$ cat config.mk
export PLATFORM = sky130hd
export DESIGN_NAME = window_spill_fill_ctrl_flat
export DESIGN_NICKNAME = d
export VERILOG_FILES = /design/src/rtl/window_spill_fill_ctrl_pkg.sv /design/src/rtl/window_spill_fill_ctrl_if.sv /design/src/rtl/window_spill_fill_ctrl_wim_onehot_enc.sv /design/src/rtl/window_spill_fill_ctrl.sv /design/src/flat_wrapper.sv
export SDC_FILE = /design/constraint.sdc
export NUM_CORES = 1
export LEC_CHECK = 0
export ABC_AREA = 0
export CAP_MARGIN = 25
export CELL_PAD_IN_SITES_DETAIL_PLACEMENT = 1
export CELL_PAD_IN_SITES_GLOBAL_PLACEMENT = 2
export CORE_MARGIN = 5
export CORE_UTILIZATION = 28
export DETAILED_ROUTE_END_ITERATION = 8
export GPL_TIMING_DRIVEN = 0
export PLACE_DENSITY_LB_ADDON = 0.1
export SLEW_MARGIN = 15
export SYNTH_ARGS = -nofsm -noshare
export SYNTH_HDL_FRONTEND = slang
export SYNTH_HIERARCHICAL = 1
export SYNTH_SLANG_ARGS = --single-unit
$ cat constraint.sdc
create_clock -name Clk -period 3.8 [get_ports Clk]
set_input_delay 0.76 -clock Clk [delete_from_list [all_inputs] [get_ports Clk]]
set_output_delay 0.76 -clock Clk [all_outputs]
set_load 0.02 [all_outputs]
$ cat src/rtl/window_spill_fill_ctrl_pkg.sv
// Shared state encoding, save-area geometry and modulo window arithmetic
// for the window spill/fill controller.
package wsf_pkg;

  typedef enum logic [2:0] {
    IDLE, SP_RD, SP_MEM, FL_MEM, FL_WR, WIM_UPD, DONE
  } wsf_state_e;

  localparam int WIN_BYTES = 64;
  localparam int REG_BYTES = 4;

  function automatic logic [4:0] win_dec(input logic [4:0] i, input int n);
    return (i == 5'd0) ? 5'(n - 1) : i - 5'd1;
  endfunction

  function automatic logic [4:0] win_inc(input logic [4:0] i, input int n);
    return (32'(i) == 32'(n - 1)) ? 5'd0 : i + 5'd1;
  endfunction

endpackage

$ cat src/rtl/window_spill_fill_ctrl_if.sv
// Data-memory port between the spill/fill controller (master) and memory (slave).
interface window_spill_fill_ctrl_if;
  logic        mem_req;
  logic        mem_we;
  logic [31:0] mem_addr;
  logic [31:0] mem_wdata;
  logic [31:0] mem_rdata;
  logic        mem_ack;

  modport master (output mem_req, mem_we, mem_addr, mem_wdata,
                  input  mem_rdata, mem_ack);
  modport slave  (input  mem_req, mem_we, mem_addr, mem_wdata,
                  output mem_rdata, mem_ack);
endinterface

$ cat src/rtl/window_spill_fill_ctrl_wim_onehot_enc.sv
// WIM-to-index encoder: lowest set bit wins (zero mask gives 0), plus a
// one-hot flag over the implemented windows. Shared with the trap generator.
module wim_onehot_enc #(
  parameter int NWINDOWS = 4
) (
  input  logic [31:0] wim,
  output logic [4:0]  idx,
  output logic        onehot
);

  localparam logic [NWINDOWS-1:0] ONE = {{(NWINDOWS-1){1'b0}}, 1'b1};

  logic [NWINDOWS-1:0] w;
  logic                unused_wim;

  assign w          = wim[NWINDOWS-1:0];
  assign unused_wim = ^wim;

  always_comb begin
    idx = '0;
    for (int i = NWINDOWS - 1; i >= 0; i--) begin
      if (w[i]) idx = 5'(i);
    end
    onehot = (w != '0) && ((w & (w - ONE)) == '0);
  end

endmodule

$ cat src/rtl/window_spill_fill_ctrl.sv
// Trap-side window spill/fill engine: moves one 16-register window between the
// register file and the save area, then rotates WIM. Option: WSF_WIM_CHECK_EN.
module window_spill_fill_ctrl
  import wsf_pkg::*;
#(
  parameter int          NWINDOWS     = 4,
  parameter logic [31:0] SAVE_BASE    = 32'h0000_1000,
  parameter int          REGS_PER_WIN = 16
) (
  input  logic                     Clk,
  input  logic                     Clr,
  input  logic                     overFlow,
  input  logic                     underFlow,
  input  logic [31:0]              wim_in,
  output logic [31:0]              wim_out,
  output logic                     wim_we,
  output logic [4:0]               rf_win,
  output logic [3:0]               rf_idx,
  output logic                     rf_re,
  input  logic [31:0]              rf_rdata,
  output logic                     rf_we,
  output logic [31:0]              rf_wdata,
  window_spill_fill_ctrl_if.master mem_bus,
  output logic                     busy,
  output logic                     done
`ifdef WSF_WIM_CHECK_EN
  , output logic                   err
`endif
);

  localparam logic [3:0] K_LAST = 4'(REGS_PER_WIN - 1);

  wsf_state_e  state;
  logic [4:0]  tgt;
  logic [3:0]  k;
  logic [31:0] new_wim;
  logic [31:0] wd_q;
  logic        wd_held;
  logic [4:0]  inv_idx;
  logic        inv_onehot;
  logic [4:0]  t_ov;
  logic        accept;

  function automatic logic [31:0] addr_of(input logic [4:0] t, input logic [3:0] r);
    return SAVE_BASE + 32'(t) * 32'(WIN_BYTES) + 32'(r) * 32'(REG_BYTES);
  endfunction

  wim_onehot_enc #(.NWINDOWS(NWINDOWS)) u_enc (
    .wim    (wim_in),
    .idx    (inv_idx),
    .onehot (inv_onehot)
  );

  assign t_ov = win_dec(inv_idx, NWINDOWS);

`ifdef WSF_WIM_CHECK_EN
  logic reject;
  assign accept = (overFlow | underFlow) & inv_onehot;
  assign reject = (overFlow | underFlow) & ~inv_onehot;
`else
  logic unused_onehot;
  assign accept        = overFlow | underFlow;
  assign unused_onehot = inv_onehot;
`endif

  // First SP_MEM cycle forwards the RF read data; later wait cycles replay the captured copy.
  assign mem_bus.mem_wdata = (mem_bus.mem_req && mem_bus.mem_we) ?
                             (wd_held ? wd_q : rf_rdata) : 32'd0;

  always_ff @(posedge Clk) begin
    if (Clr) begin
      state            <= IDLE;
      tgt              <= '0;
      k                <= '0;
      new_wim          <= '0;
      wd_q             <= '0;
      wd_held          <= 1'b0;
      wim_out          <= '0;
      wim_we           <= 1'b0;
      rf_win           <= '0;
      rf_idx           <= '0;
      rf_re            <= 1'b0;
      rf_we            <= 1'b0;
      rf_wdata         <= '0;
      mem_bus.mem_req  <= 1'b0;
      mem_bus.mem_we   <= 1'b0;
      mem_bus.mem_addr <= '0;
      busy             <= 1'b0;
      done             <= 1'b0;
`ifdef WSF_WIM_CHECK_EN
      err              <= 1'b0;
`endif
    end else begin
      wim_we <= 1'b0;
      rf_re  <= 1'b0;
      rf_we  <= 1'b0;
      done   <= 1'b0;
`ifdef WSF_WIM_CHECK_EN
      err    <= (state == IDLE) && reject;
`endif
      unique case (state)
        IDLE: begin
          if (accept) begin
            k    <= '0;
            busy <= 1'b1;
            if (overFlow) begin
              tgt     <= t_ov;
              new_wim <= 32'd1 << t_ov;
              rf_re   <= 1'b1;
              rf_win  <= t_ov;
              rf_idx  <= '0;
              state   <= SP_RD;
            end else begin
              tgt              <= inv_idx;
              new_wim          <= 32'd1 << win_inc(inv_idx, NWINDOWS);
              mem_bus.mem_req  <= 1'b1;
              mem_bus.mem_we   <= 1'b0;
              mem_bus.mem_addr <= addr_of(inv_idx, 4'd0);
              state            <= FL_MEM;
            end
          end
        end
        SP_RD: begin
          mem_bus.mem_req  <= 1'b1;
          mem_bus.mem_we   <= 1'b1;
          mem_bus.mem_addr <= addr_of(tgt, k);
          wd_held          <= 1'b0;
          state            <= SP_MEM;
        end
        SP_MEM: begin
          if (!wd_held) begin
            wd_q    <= rf_rdata;
            wd_held <= 1'b1;
          end
          if (mem_bus.mem_ack) begin
            mem_bus.mem_req <= 1'b0;
            mem_bus.mem_we  <= 1'b0;
            if (k == K_LAST) begin
              wim_we  <= 1'b1;
              wim_out <= new_wim;
              state   <= WIM_UPD;
            end else begin
              k      <= k + 4'd1;
              rf_re  <= 1'b1;
              rf_win <= tgt;
              rf_idx <= k + 4'd1;
              state  <= SP_RD;
            end
          end
        end
        FL_MEM: begin
          if (mem_bus.mem_ack) begin
            mem_bus.mem_req <= 1'b0;
            rf_we           <= 1'b1;
            rf_win          <= tgt;
            rf_idx          <= k;
            rf_wdata        <= mem_bus.mem_rdata;
            state           <= FL_WR;
          end
        end
        FL_WR: begin
          if (k == K_LAST) begin
            wim_we  <= 1'b1;
            wim_out <= new_wim;
            state   <= WIM_UPD;
          end else begin
            k                <= k + 4'd1;
            mem_bus.mem_req  <= 1'b1;
            mem_bus.mem_we   <= 1'b0;
            mem_bus.mem_addr <= addr_of(tgt, k + 4'd1);
            state            <= FL_MEM;
          end
        end
        WIM_UPD: begin
          done  <= 1'b1;
          state <= DONE;
        end
        DONE: begin
          busy  <= 1'b0;
          state <= IDLE;
        end
        default: state <= IDLE;
      endcase
    end
  end

endmodule

$ cat src/flat_wrapper.sv
// flat-port wrapper written by rule: the top's interface ports become plain ports
module window_spill_fill_ctrl_flat import wsf_pkg::*;
#(
  parameter int          NWINDOWS     = 4,
  parameter logic [31:0] SAVE_BASE    = 32'h0000_1000,
  parameter int          REGS_PER_WIN = 16
)
  (Clk, Clr, overFlow, underFlow, wim_in, wim_out, wim_we, rf_win, rf_idx, rf_re, rf_rdata, rf_we, rf_wdata, busy, done, mem_bus_mem_req, mem_bus_mem_we, mem_bus_mem_addr, mem_bus_mem_wdata, mem_bus_mem_rdata, mem_bus_mem_ack);
  window_spill_fill_ctrl_if mem_bus_i ();
  input  logic Clk;
  input  logic Clr;
  input  logic overFlow;
  input  logic underFlow;
  input  logic [31:0] wim_in;
  output logic [31:0] wim_out;
  output logic wim_we;
  output logic [4:0] rf_win;
  output logic [3:0] rf_idx;
  output logic rf_re;
  input  logic [31:0] rf_rdata;
  output logic rf_we;
  output logic [31:0] rf_wdata;
  output logic busy;
  output logic done;
  output wire logic [$bits(mem_bus_i.mem_req)-1:0] mem_bus_mem_req;
  output wire logic [$bits(mem_bus_i.mem_we)-1:0] mem_bus_mem_we;
  output wire logic [$bits(mem_bus_i.mem_addr)-1:0] mem_bus_mem_addr;
  output wire logic [$bits(mem_bus_i.mem_wdata)-1:0] mem_bus_mem_wdata;
  input wire logic [$bits(mem_bus_i.mem_rdata)-1:0] mem_bus_mem_rdata;
  input wire logic [$bits(mem_bus_i.mem_ack)-1:0] mem_bus_mem_ack;
  assign mem_bus_mem_req = mem_bus_i.mem_req;
  assign mem_bus_mem_we = mem_bus_i.mem_we;
  assign mem_bus_mem_addr = mem_bus_i.mem_addr;
  assign mem_bus_mem_wdata = mem_bus_i.mem_wdata;
  assign mem_bus_i.mem_rdata = mem_bus_mem_rdata;
  assign mem_bus_i.mem_ack = mem_bus_mem_ack;
  window_spill_fill_ctrl #(.NWINDOWS(NWINDOWS), .SAVE_BASE(SAVE_BASE), .REGS_PER_WIN(REGS_PER_WIN)) u_core (.Clk(Clk), .Clr(Clr), .overFlow(overFlow), .underFlow(underFlow), .wim_in(wim_in), .wim_out(wim_out), .wim_we(wim_we), .rf_win(rf_win), .rf_idx(rf_idx), .rf_re(rf_re), .rf_rdata(rf_rdata), .rf_we(rf_we), .rf_wdata(rf_wdata), .mem_bus(mem_bus_i), .busy(busy), .done(done));
endmodule
==> summary.md, run 1 <==
| Metric | Value |
|---|---|
| PostCTS Resize Cnt | `0` |
| DP Area | `0.00982 mm^2` |
| Worst Setup End Kind | `output pin` |
| Gate Count Post-Synth | `between 800 and 900` |
| Sw frac | `31.5%` |
| Crit path DAT | `approximately 2.8 ns` |
| Port bufs | `191` |
| Max-cap violation count | `0` |
| Outcome | `completed` |
| Total power | `4470 uW` |
| Rel. slew slack | `a little over two fifths` |
| Clock transition at path regs | `0.07 ns` |
| Final WS setup | `0.284 ns` |
| Global-route wire length before repair | `roughly 40000 um` |
| Crit start category | `register` |
| GRT Overall Usage | `~16%` |
| Final Setup Violations | `0` |
| Vias in the first global route | `around 7000` |
| CTS tree | `yes` |
| CTS Hold Bufs | `0` |
| Num rows | `between 50 and 60` |
| Core region area | `between 0.02 and 0.03 mm^2` |
| Count of final hold-check violations | `0` |
| GRT Residual Overflow | `0` |
| Power share of the sequential group | `about two fifths` |
| Worst hold slack | `0.452 ns` |
| Post-CTS setup buffer count | `0` |
| Kind of critical path | `reg2out` |
| Final core occ | `around 40%` |
| Peak VDD IR | `~0.22 mV` |
| DR iter-0 viols | `~280` |
| Via Count | `6838` |
| Area taken by multi-input logic gates | `roughly 0.0036 mm^2` |
| Root buf cell | `clkbuf_16` |
| DIE WIDTH | `173 um` |
| GPL Wtd Cong | `0.768` |
| P per Cell Area | `approximately 430 mW/mm^2` |
| Detailed-route DRC error count | `0` |
| WP data required | `between 3 and 4 ns` |
| Fillers | `roughly 3100` |
| Routed WL | `between 20000 and 25000 um` |
| Least-Margin Pin Slew | `around 0.85 ns` |
| Design area | `around 0.010 mm^2` |
| Routed WL per cell | `16.6 um` |
| Final worst path period need | `3.52 ns` |
| Initial Utilization | `28.4%` |
| RSZ-0062 raised after global routing | `no` |
| NetSw | `1410 uW` |
| Post-Syn Area | `between 0.007 and 0.008 mm^2` |
| First-pass iteration count of the detailed router | `4` |
| Pin count of the biggest net entering global routing | `21` |
| Via density | `4.64` |
| Clock Tree Buf Depth | `2` |
| ANT nets after route | `0` |
| Synth-to-layout area growth | `41.3%` |
| Dpl hpwl | `~18000 um` |
| Fraction of layout cells with a size suffix above 1 | `around 7.2%` |
| Yosys Warn Count | `6` |
| Combinational share of power | `between 10% and 20%` |
| Crit-path max FO | `10` |
| Clk sinks | `167` |
| P_int | `roughly 3100 uW` |
| Fin crit share | `92.5%` |
| Part of the power in the clock network | `39.9%` |
| # H-tree levels | `4` |
| FF+latch area | `around 0.0033 mm^2` |
| Nets | `between 1000 and 1500` |
| Initial antenna violation count | `0` |
| Slew Viols, Final | `0` |
| Hold WC Path Type | `reg2reg` |
| Inserted Clock Buffers | `17` |
| Static leakage | `~0.0036 uW` |
| Ports | `between 200 and 250` |
| Ant diodes | `0` |
| Max Freq | `284 MHz` |
| Die H | `between 150 and 200 um` |
| Pre-CTS setup slack | `-0.130 ns` |
| Avg Cell Area, Syn | `8.31 um^2` |
| Worst Skew | `~0.016 ns` |
| Worst-skew pair later-pin latency | `roughly 0.44 ns` |
| Die area | `0.0298 mm^2` |
-- per-stage QoR --
step / TNS [ns] / std cells
after global routing: 0 / 1473
after floorplan: 0 / 913
final: 0 / 1473
after global placement: -0.840 / 1439
after CTS: 0 / 1471
after detailed placement: -0.641 / 1439
-- power by group through the flow --
stage / logic (uW) / registers [uW] / clock network, uW
finish: 815 / 1870 / 1780
global route: 897 / 1880 / 1930
CTS: 810 / 1870 / 1860
detailed placement: 806 / 1910 / 0
global placement: 806 / 1910 / 0
floorplan: 453 / 1940 / 0
-- cells in the final DEF, fill, tap and decap left out, types with 3 or more instances in the layout --
master             n
mux2_2             4
nand3b_1           9
ha_1               3
buf_2              8
conb_1            25
buf_4             26
clkinv_8           9
o21ai_1            4
nor3_1             7
nor2b_1            7
nand4_1            4
o31ai_1           15
inv_1              9
clkdlybuf4s50_1  191
o2111ai_1          3
inv_6              4
a21o_1             4
nand2_1          180
mux2i_1           75
buf_1              6
clkbuf_1          50
xnor2_1            4
o211ai_1          11
nor2_1            86
o21ai_0           29
a21oi_1          102
dfxtp_1          167
nand3_1            4
a211oi_1          10
nand2b_1          15
nand4b_1           3
clkbuf_16         17
or4b_1             5
-- registers in the layout, indices dropped and copies added, names as in the netlist, 3 cells and up --
register	count
u_core/mem_bus.mem_addr	10
u_core/new_wim	32
u_core/wd_q	32
u_core/tgt	5
u_core/rf_idx	4
u_core/k	4
u_core/wim_out	32
u_core/state	3
u_core/rf_win	5
u_core/rf_wdata	32
-- routing by layer --
metal	wire length (um)	GRT usage, %
met1	12500	22.9
met2	10400	24.7
met3	1380	4.83
met4	149	3.37
met5	0	0
-- path summary, 6_finish.rpt --
path | from | end | slack, ns | depth (start not counted)
worst min register to register | u_core/new_wim[16]$_SDFFE_PP0P_ | u_core/new_wim[16]$_SDFFE_PP0P_ | 0.45 | 2
worst min-delay path | u_core/new_wim[16]$_SDFFE_PP0P_ | u_core/new_wim[16]$_SDFFE_PP0P_ | 0.45 | 2
worst max register to register | u_core/k[1]$_SDFFE_PP0P_ | u_core/wim_out[27]$_SDFFE_PP0P_ | 1.19 | 6
worst max-delay path | u_core/wd_held$_SDFFE_PP0P_ | mem_bus_mem_wdata[9] | 0.28 | 5
-- worst max-delay path, stage by stage (launching register included) --
cell	delay, ns
dfxtp_1	0.31
clkbuf_1	0.43
buf_1	0.63
mux2i_1	0.21
nor2_1	0.14
clkdlybuf4s50_1	0.62
-- final cells by class --
| type | instances | share of cell area (%) |
|---|---|---|
| buffer | 91 | 4.43 |
| clock buffer | 17 | 4.07 |
| clock inverter | 15 | 1.97 |
| inverter | 9 | 0.323 |
| multi-input combinational | 646 | 34.9 |
| sequential | 167 | 32.0 |
| tap | 335 | 4.01 |
| timing repair buffer | 193 | 18.4 |
No activity file was read; power rests on OpenSTA's default activity.
==> run 2: changes to the inputs <==
CORE_UTILIZATION = 29   (was 28)
CTS_BUF_LIST = sky130_fd_sc_hd__clkbuf_4   (was default)
MAX_ROUTING_LAYER = met4   (was default)
SLEW_MARGIN = default   (was 15)
==> summary.md, run 2 (synthesis results as in run 1) <==
| Metric | Value |
|---|---|
| Worst r2r dst | `u_core/wim_out[21]$_SDFFE_PP0P_` |
| Num rows | `58 (-1.7%)` |
| Detailed-route DRC error count | `0 (unchanged)` |
| Crit start category | `register` |
| First-pass iteration count of the detailed router | `4 (unchanged)` |
| Pre-CTS setup slack | `-0.207 ns (-0.0772 ns)` |
| Area taken by multi-input logic gates | `0.00364 mm^2 (unchanged)` |
| Routed WL per cell | `16.4 um (-0.64%)` |
| Placed insts | `1434 (-0.35%)` |
| Commonest non-fill, non-tap cell in the layout | `clkdlybuf4s50_1` |
| Outcome | `completed` |
| Slew Viols, Final | `0 (unchanged)` |
| Worst Setup End Kind | `output pin` |
| CTS tree | `yes` |
| Core region area | `0.0252 mm^2 (-3.4%)` |
| Crit-path max FO | `10 (unchanged)` |
| Critical Path Start | `u_core/wd_held$_SDFFE_PP0P_` |
| Peak VDD IR | `0.146 mV (-33%)` |
| Least-Margin Pin Slew | `1.03 ns (+0.179 ns)` |
| Max Freq | `292 MHz (+2.7%)` |
| FF+latch area | `0.00334 mm^2 (unchanged)` |
| Clock transition at path regs | `0.17 ns (+0.10 ns)` |
| Fin crit share | `90.1% (-2.4 points)` |
| Dpl hpwl | `18100 um (-1.0%)` |
| Most frequent cells in the layout | `191 x clkdlybuf4s50_1, 180 x nand2_1, 167 x dfxtp_1` |
| Pin count of the biggest net entering global routing | `20 (-4.8%)` |
| Final Setup Violations | `0 (unchanged)` |
| DIE WIDTH | `170 um (-1.6%)` |
| Initial Utilization | `29.4% (+0.99 points)` |
| Global-route wire length before repair | `38800 um (-2.3%)` |
| Vias in the first global route | `7047 (+0.028%)` |
| Final WS setup | `0.376 ns (+0.0916 ns)` |
| Synth-to-layout area growth | `36.9%` |
| DP Area | `0.00981 mm^2 (about the same)` |
| P per Cell Area | `373 mW/mm^2 (-13%)` |
| Worst-skew pair later-pin latency | `0.60 ns (+0.16 ns)` |
| Max-cap violation count | `0 (unchanged)` |
| Rel. slew slack | `30.2% (-13 points)` |
| Initial antenna violation count | `1 (+1)` |
| Crit path DAT | `2.66 ns (-0.10 ns)` |
| RSZ-0062 raised after global routing | `no` |
| Design area | `0.0101 mm^2 (-3.2%)` |
| Nets | `1228 (-0.081%)` |
| GRT Overall Usage | `17.3% (+1.0 points)` |
| Ports | `245 (unchanged)` |
| R2R depth | `6 (unchanged)` |
| Finished Layout Cells | `1469 (-0.27%)` |
| Fillers | `3016 (-2.9%)` |
| Inserted Clock Buffers | `17 (unchanged)` |
| ANT nets after route | `0 (unchanged)` |
| Clock Tree Buf Depth | `2 (unchanged)` |
| Die H | `170 um (-1.6%)` |
| Root buf cell | `clkbuf_4` |
| WP data required | `3.04 ns (about the same)` |
| Worst Skew | `0.0330 ns (+0.0169 ns)` |
| R2R Setup Slk | `1.19 ns (about the same)` |
| Port bufs | `191 (unchanged)` |
| Hold WC Path Type | `reg2reg` |
| GPL Wtd Cong | `0.798 (+3.9%)` |
| Final worst path period need | `3.42 ns (-0.0916 ns)` |
| Hold path depth | `2 (unchanged)` |
| Routed WL | `24200 um (-0.91%)` |
| Count of final hold-check violations | `0 (unchanged)` |
| Die area | `0.0288 mm^2 (-3.2%)` |
| Via Count | `6849 (+0.16%)` |
| Static leakage | `0.00350 uW (-3.8%)` |
| Final core occ | `40.2% (+0.081 points)` |
| Clk sinks | `167 (unchanged)` |
| Critical Path Sink | `mem_bus_mem_wdata[10]` |
| # H-tree levels | `4 (unchanged)` |
| DR iter-0 viols | `289 (+4.3%)` |
| CTS Hold Bufs | `0 (unchanged)` |
| R2R Path Start | `u_core/k[1]$_SDFFE_PP0P_` |
| GRT Residual Overflow | `0 (unchanged)` |
| Fraction of layout cells with a size suffix above 1 | `7.39% (+0.18 points)` |
| Kind of critical path | `reg2out` |
| Via density | `4.66 (+0.43%)` |
[run 2: changes by cell type in the layout (fill, tap and decap cells not counted), sizes merged]
cell      previous run  this run
buf                 42        38
clkbuf              68        71
clkinv              10         7
diode                0         2
inv                 14        16
clkinvlp             0         1
[run 2: per-stage QoR]
stage	setup TNS, ns	total power (uW)	hold slack [ns]
6_report	0	3770	0.465
3_3_place_gp	-0.828	2710	0.440
4_1_cts	0	3840	0.468
3_5_place_dp	-1.08	2720	0.446
5_1_grt	0	3990	0.484
2_1_floorplan	0	2400	0.425
[run 2: cell type report]
class | instances | area share (%)
buffer | 91 | 4.61
inverter | 9 | 0.334
multi-input combinational | 646 | 36.0
timing repair buffer | 192 | 19.0
tap | 330 | 4.08
clock inverter | 15 | 1.71
clock buffer | 17 | 1.26
sequential | 167 | 33.0
antenna | 2 | 0.0494
[run 2: timing repair]
| action | CTS | global route |
|---|---|---|
| setup endpoints to repair | 0 | 21 |
| gates resized for setup | 0 | 3 |
| setup buffers | 0 | 0 |
[run 2: layer usage]
metal | up-vias | share of wire, % | track usage (%)
li1 | 3475 | - | -
met4 | 0 | 0.88 | 3.57
met3 | 15 | 6.7 | 4.26
met5 | - | 0 | -
met1 | 3198 | 50 | 23.8
met2 | 161 | 43 | 25.8
[run 2: worst min-delay path by stage]
stage / start / end
3_3_place_gp: u_core/new_wim[2]$_SDFFE_PP0P_ / u_core/new_wim[2]$_SDFFE_PP0P_
3_5_place_dp: u_core/new_wim[2]$_SDFFE_PP0P_ / u_core/new_wim[2]$_SDFFE_PP0P_
2_1_floorplan: u_core/new_wim[10]$_SDFFE_PP0P_ / u_core/new_wim[10]$_SDFFE_PP0P_
5_1_grt: u_core/wd_q[20]$_SDFFE_PP0P_ / u_core/wd_q[20]$_SDFFE_PP0P_
6_report: u_core/rf_wdata[13]$_SDFFE_PP0P_ / u_core/rf_wdata[13]$_SDFFE_PP0P_
4_1_cts: u_core/rf_wdata[21]$_SDFFE_PP0P_ / u_core/rf_wdata[21]$_SDFFE_PP0P_
[run 2: power by group]
| part | switching (uW) | internal (uW) | total [uW] | leakage, uW |
|---|---|---|---|---|
| registers | 41.2 | 1830 | 1870 | 0.00135 |
| clock network | 778 | 309 | 1090 | 0.000158 |
| logic | 485 | 328 | 814 | 0.00199 |
| total | 1300 | 2470 | 3770 | 0.00350 |
[run 2: critical path, cell delays in order (launching register included)]
cell and delay [ns]:
dfxtp_1 0.33, clkbuf_1 0.43, clkbuf_2 0.44, mux2i_1 0.27, nor2_1 0.06, clkdlybuf4s50_1 0.55
==> run 3: changes to the inputs <==
ABC_AREA = 1   (was 0)
CORE_UTILIZATION = 26   (was 29)
SYNTH_HIERARCHICAL = default   (was 1)
==> summary.md, run 3 <==
| Metric | Value |
|---|---|
| P per Cell Area | `435 mW/mm^2 (+17%)` |
| Asr flop ratio synth | `0%` |
| Seq cells post-synth | `145` |
| Slowest stage delay, CP | `0.64 ns (+0.09 ns)` |
| WP data required | `3.04 ns (about the same)` |
| Static leakage | `0.00394 uW (+13%)` |
| Most frequent cells in the layout | `209 x nand2_1, 192 x clkdlybuf4s50_1, 145 x dfxtp_1` |
| Routed WL per cell | `14.6 um (-11%)` |
| Hold WC Path Type | `reg2reg` |
| Top cell by count, worst path | `clkbuf_1` |
| GRT Overall Usage | `16.0% (-1.3 points)` |
| CTS Hold Bufs | `0 (unchanged)` |
| Synth-to-layout area growth | `42.1%` |
| ANT nets after route | `0 (unchanged)` |
| Fraction of layout cells with a size suffix above 1 | `9.14% (+1.7 points)` |
| Post-Syn Area | `0.00647 mm^2 (-12%)` |
| Initial antenna violation count | `1 (unchanged)` |
| Inserted Clock Buffers | `17 (unchanged)` |
| Clock transition at path regs | `0.16 ns (about the same)` |
| Slew Viols, Final | `0 (unchanged)` |
| Via density | `4.31 (-7.5%)` |
| DP Area | `0.00888 mm^2 (-9.5%)` |
| Sw frac | `36.6% (+2.0 points)` |
| Design area | `0.00920 mm^2 (-9.1%)` |
| Rel. slew slack | `55.6% (+25 points)` |
| Synth top cells by count | `209 x nand2_1, 145 x dfxtp_1, 137 x nor2_1` |
| Via Count | `6452 (-5.8%)` |
| Ports | `245 (unchanged)` |
| Worst hold slack | `0.458 ns (-0.00630 ns)` |
| Global-route wire length before repair | `35300 um (-8.9%)` |
| CP delay by family, top | `buffers and inverters` |
| Count leader, synth | `nand2_1` |
| Commonest non-fill, non-tap cell in the layout | `nand2_1` |
| Gate Count Post-Synth | `926 (+4.0%)` |
| Least-Margin Pin Slew | `0.666 ns (-0.367 ns)` |
| Power share of the sequential group | `43.1% (-6.5 points)` |
| Crit path DAT | `2.69 ns (+0.03 ns)` |
| FF+latch area | `0.00290 mm^2 (-13%)` |
| Part of the power in the clock network | `27.6% (-1.2 points)` |
| Fillers | `3063 (+1.6%)` |
| Root buf cell | `clkbuf_4` |
| Peak VDD IR | `0.181 mV (+24%)` |
| Max Freq | `290 MHz (-0.64%)` |
| Clock Tree Buf Depth | `2 (unchanged)` |
| Combinational share of power | `29.3% (+7.7 points)` |
| DIE WIDTH | `168 um (-1.1%)` |
| Worst Skew | `0.0248 ns (-0.00821 ns)` |
| Synth Flop Type | `dfxtp_1` |
| WP buf/inv | `3 (unchanged)` |
| RSZ-0062 raised after global routing | `no` |
| Worst Setup End Kind | `output pin` |
| Port bufs | `192 (+0.52%)` |
| Count of final hold-check violations | `0 (unchanged)` |
| Avg Cell Area, Syn | `6.99 um^2 (-16%)` |
| Yosys Warn Count | `0 (-6)` |
| # H-tree levels | `4 (unchanged)` |
| Final Setup Violations | `0 (unchanged)` |
| Area taken by multi-input logic gates | `0.00278 mm^2 (-24%)` |
| Post-CTS setup buffer count | `0 (unchanged)` |
| NetSw | `1460 uW (+12%)` |
| DR iter-0 viols | `215 (-26%)` |
| Routed WL | `21900 um (-9.4%)` |
| Crit-path max FO | `10 (unchanged)` |
| PostCTS Resize Cnt | `0 (unchanged)` |
| CTS tree | `yes` |
| GRT Residual Overflow | `0 (unchanged)` |
| Die area | `0.0282 mm^2 (-2.3%)` |
| Die H | `168 um (-1.1%)` |
| Fin crit share | `90.7% (+0.58 points)` |
| Dpl hpwl | `16400 um (-9.4%)` |
| Clk sinks | `145 (-13%)` |
| Top post-synthesis cells by area | `dfxtp_1 45%, nand2_1 12%, nor2_1 7.9%` |
| First-pass iteration count of the detailed router | `6 (+2)` |
| Crit start category | `register` |
| Final worst path period need | `3.45 ns (+0.0219 ns)` |
| Outcome | `completed` |
| P_int | `2540 uW (+2.8%)` |
| Pin count of the biggest net entering global routing | `17 (-15%)` |
| CP max-delay cell | `clkdlybuf4s50_1` |
| Max-cap violation count | `0 (unchanged)` |
| GPL Wtd Cong | `0.794 (-0.55%)` |
| Critical path cell sequence | `clkbuf_1 > clkbuf_1 > o21ai_0 > nor2_1 > clkdlybuf4s50_1` |
| Post-synth cell types | `31` |
| Worst-skew pair later-pin latency | `0.56 ns (-0.04 ns)` |
| Initial Utilization | `26.5% (-2.8 points)` |
| Cell taking the most area after synthesis | `dfxtp_1` |
| Vias in the first global route | `6620 (-6.1%)` |
| EDFF count, synth | `0` |
| Core region area | `0.0244 mm^2 (-3.1%)` |
| Detailed-route DRC error count | `0 (unchanged)` |
| Nets | `1262 (+2.8%)` |
| Area fraction of the dominant cell type after synthesis | `around 45%` |
| Kind of critical path | `reg2out` |
| Seq/Total Area, Yosys | `44.8%` |
| Fin Setup TNS | `0 ns (unchanged)` |
| Num rows | `57 (-1.7%)` |
| Largest registers | `u_core.rf_wdata x32, u_core.wd_q x32` |
## run 3: cell count changes in the layout (fill, tap and decap cells not counted), sizes merged, moves of 19 or more
cell / change
clkbuf: -23
o21ai: +40
inv: +82
nand3: +70
nand2: +35
a21oi: -20
dfxtp: -22
mux2i: -75
nor2: +58
buf: +19
## run 3: cells by family (layout without fill, tap and decap cells)
family / Yosys count / after routing / synth area share [%]
AND/OR/NAND/NOR: 438 / 438 / 28.4
AO/OA/AOI/OAI: 160 / 160 / 12.6
XOR/XNOR: 1 / 1 / 0.135
buffers and inverters: 178 / 402 / 13.5
other: 1 / 23 / 0.0579
adder cells (fa/ha/maj): 3 / 3 / 0.580
flip-flops: 145 / 145 / 44.8
## run 3: worst min-delay path, delay by kind of cell, from the launching register on
family / cells / cell delay, ns
AOI/OAI and AO/OA: 1 / 0.05
DFF: 1 / 0.33
buffers and inverters: 1 / 0.06
## run 3: metal layers
metal,vias up,routed length (um),global-route usage [%]
li1,3334,-,-
met4,0,110,3.39
met5,-,0,-
met1,2961,11100,21.6
met3,8,1160,3.80
met2,149,9560,24.5
## run 3: through the flow
stage                     utilization (%)  std cells  setup slack, ns  power [uW]
after floorplan                         -        947             1.81        2480
after global placement               36.4       1463            0.877        2940
after detailed placement             36.4       1463            0.847        2950
after CTS                            37.7       1495            0.176        4090
after global routing                 37.7       1496           0.0112        4300
final                                37.7       1496            0.354        4000
## run 3: cell type report
cell class,instances,share of cell area [%]
clock buffer,17,1.39
sequential,145,31.6
timing repair buffer,192,20.9
multi-input combinational,624,30.2
tap,324,4.41
buffer,88,5.79
clock inverter,15,2.07
antenna,1,0.0272
inverter,90,3.67
## run 3: final timing paths
path | startpoint | end | slack, ns | depth (start not counted)
setup / recovery | u_core.wd_held$_SDFFE_PP0P_ | mem_bus_mem_wdata[3] | 0.35 | 5
hold / removal | u_core.wd_q[27]$_SDFFE_PP0P_ | u_core.wd_q[27]$_SDFFE_PP0P_ | 0.46 | 2
setup reg to reg | u_core.k[0]$_SDFFE_PP0P_ | u_core.wim_out[21]$_SDFFE_PP0P_ | 1.89 | 9
hold reg to reg | u_core.wd_q[27]$_SDFFE_PP0P_ | u_core.wd_q[27]$_SDFFE_PP0P_ | 0.46 | 2
## run 3: power groups by stage
stage                     Clock [uW]  Sequential, uW  Combinational [uW]
after floorplan                    0            1810                 675
after global placement             0            1760                1190
after detailed placement           0            1760                1200
after CTS                       1170            1730                1200
after global routing            1230            1740                1320
final                           1110            1720                1170
